File: src/rtl/pb_irq_scheduler.sv
// pb_irq_scheduler: interrupt scheduler that sits in front of a small
// port-mapped processor.
//
// Each source's rising edge latches a pending bit. An enable mask gates
// arbitration. One interrupt at a time is granted and followed from request
// through acknowledge to end-of-interrupt.
//
// Build option: define PB_IRQ_RR_EN for round-robin arbitration. Without it,
// fixed priority applies and the lowest index wins.
//
// state      | meaning
// ST_IDLE    | nothing granted; arbitrate pending & mask every cycle
// ST_REQ     | interrupt_req_o high, waiting for interrupt_ack_i
// ST_SERVICE | handler running, waiting for an EOI port write
module pb_irq_scheduler #(
  parameter int         NUM_SRC   = 4,
  parameter logic [7:0] MASK_PORT = 8'h10,
  parameter logic [7:0] EOI_PORT  = 8'h20,
  parameter logic [7:0] STAT_PORT = 8'h40
) (
  input  logic               clk_i,
  input  logic               cpu_rst_i,
  input  logic [NUM_SRC-1:0] irq_src_i,
  input  logic [7:0]         port_id_i,
  input  logic [7:0]         out_port_i,
  input  logic               write_strobe_i,
  input  logic               interrupt_ack_i,
  output logic               interrupt_req_o,
  output logic [7:0]         rd_data_o,
  output logic [2:0]         irq_id_o,
  output logic               busy_o
);

  typedef enum logic [1:0] {
    ST_IDLE    = 2'd0,
    ST_REQ     = 2'd1,
    ST_SERVICE = 2'd2
  } state_t;

  state_t             state_q, state_d;
  logic [NUM_SRC-1:0] src_q, src_d;
  logic [NUM_SRC-1:0] prev_q, prev_d;
  logic [NUM_SRC-1:0] pending_q, pending_d;
  logic [NUM_SRC-1:0] mask_q, mask_d;
  logic               req_q, req_d;
  logic [2:0]         irq_id_q, irq_id_d;
  logic [7:0]         rd_data_q, rd_data_d;

  logic [NUM_SRC-1:0] rise;
  logic [NUM_SRC-1:0] cand;
  logic [NUM_SRC-1:0] grant_clr;
  logic [2:0]         winner;
  logic               found;
  logic               mask_wr;
  logic               eoi_wr;
  logic [7:0]         stat_word;
  logic               unused_data;

`ifdef PB_IRQ_RR_EN
  logic [2:0] ptr_q, ptr_d;
  int         best;

  // Distance of source i from the round-robin pointer, wrapping at NUM_SRC.
  function automatic int rr_dist(input int i, input logic [2:0] p);
    int d;
    d = i - int'(p);
    if (d < 0) d = d + NUM_SRC;
    return d;
  endfunction
`endif

  // Only the low NUM_SRC data bits matter for the mask.
  assign unused_data = ^out_port_i;

  // Pick a winner among enabled pending sources.
  always_comb begin
    cand   = pending_q & mask_q;
    found  = |cand;
    winner = '0;
`ifdef PB_IRQ_RR_EN
    best = NUM_SRC;
    for (int i = 0; i < NUM_SRC; i++) begin
      if (cand[i] && (rr_dist(i, ptr_q) < best)) begin
        best   = rr_dist(i, ptr_q);
        winner = 3'(i);
      end
    end
`else
    for (int i = NUM_SRC - 1; i >= 0; i--) begin
      if (cand[i]) winner = 3'(i);
    end
`endif
  end

  // Status byte layout depends on how many sources there are.
  generate
    if (NUM_SRC <= 5) begin : g_stat_small
      assign stat_word = 8'({pending_q, irq_id_q});
    end else begin : g_stat_large
      assign stat_word = 8'({busy_o, pending_q});
    end
  endgenerate

  // Next-state logic: edge detection, pending, mask, FSM and read data.
  always_comb begin
    src_d     = irq_src_i;
    prev_d    = src_q;
    rise      = src_q & ~prev_q;
    mask_wr   = write_strobe_i && (port_id_i == MASK_PORT);
    eoi_wr    = write_strobe_i && (port_id_i == EOI_PORT);
    mask_d    = mask_wr ? out_port_i[NUM_SRC-1:0] : mask_q;
    state_d   = state_q;
    req_d     = req_q;
    irq_id_d  = irq_id_q;
    grant_clr = '0;
`ifdef PB_IRQ_RR_EN
    ptr_d     = ptr_q;
`endif
    case (state_q)
      ST_IDLE: begin
        if (found) begin
          for (int i = 0; i < NUM_SRC; i++) begin
            grant_clr[i] = (winner == 3'(i));
          end
          irq_id_d = winner;
          req_d    = 1'b1;
          state_d  = ST_REQ;
`ifdef PB_IRQ_RR_EN
          ptr_d    = (winner == 3'(NUM_SRC - 1)) ? 3'd0 : winner + 3'd1;
`endif
        end
      end
      ST_REQ: begin
        if (interrupt_ack_i) begin
          req_d   = 1'b0;
          state_d = ST_SERVICE;
        end
      end
      ST_SERVICE: begin
        if (eoi_wr) state_d = ST_IDLE;
      end
      default: begin
        req_d   = 1'b0;
        state_d = ST_IDLE;
      end
    endcase
    // A new rise on the granted source survives the clear.
    pending_d = (pending_q & ~grant_clr) | rise;
    rd_data_d = (port_id_i == STAT_PORT) ? stat_word : rd_data_q;
  end

  // All state registers; reset has priority over everything.
  always_ff @(posedge clk_i) begin
    if (cpu_rst_i) begin
      state_q   <= ST_IDLE;
      src_q     <= '0;
      prev_q    <= '0;
      pending_q <= '0;
      mask_q    <= '0;
      req_q     <= 1'b0;
      irq_id_q  <= '0;
      rd_data_q <= '0;
`ifdef PB_IRQ_RR_EN
      ptr_q     <= '0;
`endif
    end else begin
      state_q   <= state_d;
      src_q     <= src_d;
      prev_q    <= prev_d;
      pending_q <= pending_d;
      mask_q    <= mask_d;
      req_q     <= req_d;
      irq_id_q  <= irq_id_d;
      rd_data_q <= rd_data_d;
`ifdef PB_IRQ_RR_EN
      ptr_q     <= ptr_d;
`endif
    end
  end

  assign interrupt_req_o = req_q;
  assign irq_id_o        = irq_id_q;
  assign rd_data_o       = rd_data_q;
  assign busy_o          = (state_q != ST_IDLE);

endmodule
File: config.mk
export PLATFORM = sky130hd
export DESIGN_NAME = pb_irq_scheduler
export DESIGN_NICKNAME = d
export VERILOG_FILES = /design/src/rtl/pb_irq_scheduler.sv
export SDC_FILE = /design/constraint.sdc
export NUM_CORES = 1
export LEC_CHECK = 0
export ABC_AREA = 1
export BUFFER_PORTS_ARGS = -buffer_cell sky130_fd_sc_hd__buf_2
export CAP_MARGIN = 20
export CORE_MARGIN = 4
export CORE_UTILIZATION = 43
export CTS_CLUSTER_DIAMETER = 200
export DETAILED_ROUTE_END_ITERATION = 10
export GPL_TIMING_DRIVEN = 0
export PLACE_DENSITY = 0.84
export SYNTH_ARGS = -nofsm -noshare
export SYNTH_HDL_FRONTEND = slang
export SYNTH_SLANG_ARGS = --single-unit
File: constraint.sdc
create_clock -name clk_i -period 1 [get_ports clk_i]
set_input_delay 0 -clock clk_i [delete_from_list [all_inputs] [get_ports clk_i]]
set_output_delay 0 -clock clk_i [all_outputs]
set_load 0.05 [all_outputs]
* After elaboration in Yosys (flattened, before gate mapping) *
Index checks and enable logic that the tools add are counted.

word-level totals
  output and inout port bits = 13
  bits in registers = 29

cells by class
  multiplexer cells = 13
  reduce and logical (&&, ||, !) cells = 9
  bitwise gates (word level) = 7
  eq/ne operators = 11

operators with widths
  operator              count
  $and A4 B4 Y4         3
  $mux W3               3
  $eq A8 B5 Y1 const B  1
  $eq A8 B6 Y1 const B  1
  $eq A8 B7 Y1 const B  1
  $mux W2               4
  $mux W4               2
  $not A4 Y4            2
  $eq A3 B2 Y1 const B  2
  $ne A2 B2 Y1 const B  3
  $pmux W2 S3           1
  $reduce_and A3 Y1     2
  $or A4 B4 Y4          1
  $reduce_or A4 Y1      1
  $eq A3 B1 Y1 const B  1
  $logic_not A3 Y1      1
  $pmux W1 S3           1
  $eq A2 B1 Y1 const B  1
  $eq A2 B2 Y1 const B  1
  $logic_and A1 B1 Y1   2
  $logic_not A2 Y1      1
  $mux W1               2
  $reduce_and A2 Y1     1
  $reduce_bool A2 Y1    1
  $not A1 Y1            1

* Depth between registers and ports, before layout *
Gate-level depths: netlist (run 1).

  depth in word-level cells = 11
  depth in mapped cells = 7
  mapped depth without buffers = 7

* Worst setup path after synthesis (run 1) *
Ideal clock, no wire load.

  path type = register to register
  start = register state_q[1]
  end = register pending_q[3]
  data required time = 875 ps
  setup time = 125 ps
  arrival time = 937 ps
  period minus slack after synthesis = 1062 ps
  slack = -62 ps
  buffers on the path = 0
  stages on the path, launching flop included = 5
  cell sequence = dfxtp_1 > nor2_4 > inv_2 > nor3_1 > o32ai_1

between the ends
  word-level cells in the longest chain between the ends = 5

RTL lines
  what                    line  text
  from (decl)             40    state_t state_q, state_d;
  from (signal assigned)  167   state_q <= state_d;
  $logic_not A2 Y1        119   case (state_q)
  $mux W4                 119
  $not A4 Y4              148   pending_d = (pending_q & ~grant_clr) | rise;
  $and A4 B4 Y4           148
  $or A4 B4 Y4            148
  to (signal assigned)    170   pending_q <= pending_d;
  to (decl)               43    logic [NUM_SRC-1:0] pending_q, pending_d;

Every way passes these cells.
A chain may end at the register's enable or synchronous reset.

* Worst setup path in the final report (run 1) *
  start = register state_q[0]
  end = register req_q (netlist: interrupt_req_o)

between the ends
  word-level cells in the longest chain between the ends = 3

RTL lines
  what                                                  line  text
  $eq A2 B1 Y1, or another cell as far along            119
  $ne A2 B2 Y1 (no line) or $not A1 Y1 (tied branches)  --
  $reduce_and A3 Y1 (no line)                           --
  to (signal assigned)                                  172   req_q <= req_d;
  to (decl)                                             45    logic req_q, req_d;

Parallel ways exist; a longest one is shown, timed or not.

==> results of run 1 <==
-- state kept, by name, indices dropped and copies added (netlist names) --
register,cells
interrupt_req_o,1
irq_id_o,2
mask_q,4
pending_q,4
prev_d,4
prev_q,4
rd_data_o,6
state_q,2
-- critical path, cell delays in order, from the launching register on --
cell and delay [ps]:
dfxtp_2 370, nor2_4 180, buf_6 150, o21ai_4 70, buf_4 140, a21oi_2 120
-- final cells by class --
class                           instances  area [sq um]
Timing Repair Buffer                   49           347
Fill cell                             231           902
Tap cell                               30          37.5
Sequential cell                        27           554
Buffer                                  6          36.3
Clock buffer                            3          22.5
Multi-Input combinational cell         97           493
Clock inverter                          1          7.51
Inverter                               19          77.6
-- through the flow --
stage | setup TNS, ps | util (%) | hold WS (ps) | total power [mW] | area [sq um]
floorplan | 0 | - | 107 | 1.25 | 1130
finish | -341 | 63.6 | 3.56 | 1.84 | 1580
CTS | -137 | 61.1 | 2.70 | 1.83 | 1510
detailed placement | -139 | 52.7 | 206 | 1.31 | 1310
global route | -677 | 63.6 | 23.0 | 1.91 | 1580
global placement | -69.5 | 52.7 | 198 | 1.30 | 1310
-- cell usage in the layout (no fill, tap or decap), types with 2 or more instances in the layout --
master         count
a21oi_1            5
a21oi_2            2
buf_2             26
buf_4             13
clkbuf_4           5
conb_1             3
dfxtp_1           18
dfxtp_2            8
dlygate4sd3_1     11
inv_1             14
inv_2              3
nand2_1           16
nand2_2            2
nand2_4            3
nand3_1            2
nand3b_1           2
nand4_1            3
nor2_1            37
nor3_2             2
o21ai_1           11
-- power by group --
group / switching [mW] / leakage [nW] / total, mW / internal (mW)
Sequential: 0.0189 / 0.224 / 1.13 / 1.11
Clock: 0.346 / 0.0139 / 0.499 / 0.153
Combinational: 0.108 / 0.531 / 0.211 / 0.103
-- repair_timing --
item	4_1_cts	5_1_grt
endpoints found under the hold margin	14	0
hold buffers	11	0
endpoints found under the setup margin	8	12
pin swaps	3	6
gates resized for setup	15	7
buffers inserted	4	6
-- final timing paths --
kind	from	to	slack, ps	cells past startpoint
max	state_q[0]$_SDFFE_PP0P_	interrupt_req_o$_SDFFE_PP0P_	-80	5
min reg2reg	prev_q[3]$_SDFF_PP0_	pending_q[3]$_SDFF_PP0_	420	1
min	port_id_i[5]	mask_q[1]$_SDFFE_PP0P_	4	4
max reg2reg	state_q[0]$_SDFFE_PP0P_	interrupt_req_o$_SDFFE_PP0P_	-80	5
-- metal layers --
metal  global-route usage, %  vias to the layer above
li1                        -                      566
met1                    18.3                      474
met2                    27.3                       21
met3                    3.73                        2
met4                    5.18                        0
met5                       0                        -
-- logic make-up after synthesis --
kind of cell / Yosys count
buffers and inverters: 25
and+or+nand+nor: 71
other: 1
AOI/OAI and AO/OA: 23
DFF: 27
==> run summary, run 1 <==
Synth area leaders = dfxtp_1 (49%), nor2_1 (13%), nand2_1 (5.8%), o21ai_1 (5.0%), inv_1 (4.7%)
Vias = 1063
wl on met1 = 1.18 mm
CORE AREA = 2480 sq um
Leak = 0.769 nW
fin nets = 227
Rows = 18
H-tree lvl count = 1
routed vias/inst = 4.58
clk slew on worst S/H paths = 160 ps
die area = 3450 sq um
final WL = 2.57 mm
final setup violation count = 8
met2 routed WL = 1.24 mm
number of synthesized flops with an enable pin = 0
GP Congestion = 0.908
post-route insts no fill = 232
area grow syn2layout = 42.1%
first-pass GRT wire length = 4.14 mm
warnings from Yosys = 0
Total Routing Usage GR = 15.5%
clock root buffer = clkbuf_4
layout cells sized above 1 = 36.1%
cell count after synthesis = 147
critical path endpoint category = flip-flop
Post-Synth XOR/XNOR Area = 0%
critical path class = flip-flop to flip-flop
largest family of logic cells by synthesized area = simple AND/OR/NAND/NOR gates
hold crit path type = primary input to flip-flop
# IOs = 37
Clock Skews = 15.9 ps
peak supply drop = 0.838 mV
RSZ-0062 raised after global routing = true
vias in the first global route = 1008
most used standard cell by instance count after synthesis = nor2_1
Synth Area in Compound Gates = 12.6%
drt wl/cell = 11.1 um
Synth Cell Area = 1110 sq um
Avg Inst Size Synth = 7.54 sq um
Max clock buf depth = 2
grt ovf = 0
Initial Utilization = 44.7%
Post-synth top cells = nor2_1 (37), dfxtp_1 (27), nand2_1 (17)
MaxCap Viol Count = 0
initial antenna violation count = 0
Final Slew Violations = 0
Synth Area in Simple Gates = 28.4%
crit path DAT = 1350 ps
post-synthesis mux area share = 0%
1st-iter DRT viols = 25
Die H = 58.8 um
failing checks = setup timing
final setup margin = -77.9 ps
Async SR Flop Fraction = 0%
CTS Buf Count = 3
Yosys top cell area share = 48.8%
Inst Count DP = 207
antenna cells = 0
synthesized-area fraction occupied by adder cells = 0%
uppermost routed layer = met4
Period minus WS final = 1080 ps
I/O Buffers = 28
WP data required = 1280 ps
CTS tree = done
CP max FO = 5
fmax = 928 MHz
count of cell types in the netlist = 27
final hold viol count = 0
DPL Wire Length = 1.64 mm
crit start category = flip-flop
period utilisation layout = 108%
Synth area leader = dfxtp_1
CTS Sinks = 27
pin count of the biggest net entering global routing = 17
# DRC = 0
met3 WL = 132 um
antenna-violating nets left = 0
Clock Latency Late Sink = 340 ps
pwr/cell area = 1170 nW/um^2
DRT Pass-1 Iters = 4
post-synthesis sequential area ratio = 48.8%
status = finished, violations left
Place WS = -80.4 ps
flops & latches, synth = 27
Most used DFF post-synth = dfxtp_1
Die Width = 58.8 um
No activity file was read; power rests on OpenSTA's default activity.
==> run 2, diff against run 1 <==
- CORE_ASPECT_RATIO: not set -> 0.75
==> run summary, run 2 (synthesized netlist as in run 1, its figures left out) <==
antenna cells = 0
Clock Skews = 2.67 ps
final WL = 2.52 mm
Vias = 1036
CORE AREA = 2380 sq um
Period minus WS final = 1050 ps
area grow syn2layout = 40.6%
Place WS = -71.4 ps
Slowest-stage cell, CP = dfxtp_2
fin nets = 224
combinational power share = 11.5%
# IOs = 37
WP data required = 1280 ps
die area = 3460 sq um
Die H = 52.0 um
Final Slew Violations = 0
pwr/cell area = 1150 nW/um^2
vias in the first global route = 952
critical path class = flip-flop to flip-flop
crit path DAT = 1330 ps
RSZ-0062 raised after global routing = true
final setup margin = -48.6 ps
CP max FO = 5
failing checks = setup timing
period utilisation layout = 105%
grt ovf = 0
layout cells sized above 1 = 34.7%
antenna-violating nets left = 0
switching power = 0.443 mW
peak supply drop = 1.10 mV
CTS Buf Count = 3
first-pass GRT wire length = 3.93 mm
Max clock buf depth = 2
CP cell instances = nor2_4 > buf_6 > o21ai_4 > buf_4 > a21oi_2
sequential share of power = 62.6%
GP Congestion = 0.853
CTS Sinks = 27
Clock Latency Late Sink = 330 ps
crit start category = flip-flop
clk slew on worst S/H paths = 140 ps
pin count of the biggest net entering global routing = 16
clock root buffer = clkbuf_4
design area = 1560 sq um
setup TNS = -172 ps
fmax = 954 MHz
Total Routing Usage GR = 15.1%
hold crit path type = primary input to flip-flop
# DRC = 0
critical path endpoint category = flip-flop
max reg flops = 6
final setup violation count = 6
switching share of total power = 24.7%
I/O Buffers = 28
routed vias/inst = 4.45
Largest stage delay, worst path = 360 ps
drt wl/cell = 10.8 um
Leak = 0.759 nW
Hold WS = 25.1 ps
DPL Wire Length = 1.68 mm
Rows = 15
Clock power frac = 25.9%
final hold viol count = 0
Internal = 1.35 mW
Initial Utilization = 46.5%
1st-iter DRT viols = 25
initial antenna violation count = 0
MaxCap Viol Count = 0
leading cell types in the layout, fill and taps excluded = nor2_1 (37), buf_2 (26), dfxtp_1 (20), nand2_1 (16), inv_1 (14)
CTS tree = done
Placed Area = 1310 sq um
most common cell after layout, fill and taps aside = nor2_1
DRT Pass-1 Iters = 4
status = finished, violations left
Die Width = 66.6 um
H-tree lvl count = 1
## run 2: cell count changes in the layout (fill, tap and decap cells not counted), sizes merged
| cell | before | now |
|---|---|---|
| buf | 41 | 39 |
| clkbuf | 6 | 5 |
| clkinv | 1 | 2 |
| clkinvlp | 1 | 0 |
## run 2: timing repair
item	CTS	global route
pin swaps	3	4
hold buffers	11	0
resized for setup	10	12
setup endpoints to repair	9	11
buffers inserted	3	4
hold endpoints to repair	14	0
## run 2: cell type report
class / count / area (sq um)
inverters: 19 / 77.6
multi-input cells: 97 / 497
clock buffers: 3 / 22.5
fillers: 221 / 825
well taps: 34 / 42.5
repair buffers: 46 / 324
clock inverters: 1 / 5.00
flip-flops and latches: 27 / 554
plain buffers: 6 / 36.3
## run 2: stage by stage
step / total power, mW / util (%) / std cells
floorplan: 1.25 / - / 149
global placement: 1.30 / 55.0 / 211
detailed placement: 1.31 / 55.0 / 211
CTS: 1.79 / 62.6 / 229
global route: 1.88 / 65.4 / 233
finish: 1.80 / 65.4 / 233
## run 2: power by group through the flow
| stage | clock, mW | combinational, mW | sequential (mW) |
|---|---|---|---|
| after floorplan | 0 | 0.104 | 1.14 |
| after global placement | 0 | 0.160 | 1.14 |
| after detailed placement | 0 | 0.162 | 1.14 |
| after CTS | 0.477 | 0.196 | 1.12 |
| after global routing | 0.522 | 0.229 | 1.13 |
| final | 0.466 | 0.206 | 1.12 |
## run 2: layer usage
metal  routed length, um  global-route usage (%)  vias to the layer above
li1                    -                       -                      561
met1                1090                    17.6                      452
met2                1250                    26.8                       19
met3                 125                    4.54                        4
met4                  44                    4.05                        0
met5                   0                       0                        -
## run 2: critical path, delay by kind of cell, from the launching register on
kind / cells / cell delay (ps)
AND/OR/NAND/NOR: 1 / 170
buffers and inverters: 2 / 280
flip-flops: 1 / 360
AO/OA/AOI/OAI: 2 / 180
## run 2: final timing paths
check,start,to,slack [ps],depth (start not counted)
worst min-delay path,port_id_i[5],mask_q[0]$_SDFFE_PP0P_,30,4
worst max-delay path,state_q[1]$_SDFFE_PP0P_,interrupt_req_o$_SDFFE_PP0P_,-50,5
worst max register to register,state_q[1]$_SDFFE_PP0P_,interrupt_req_o$_SDFFE_PP0P_,-50,5
worst min register to register,prev_q[0]$_SDFF_PP0_,pending_q[0]$_SDFF_PP0_,430,1
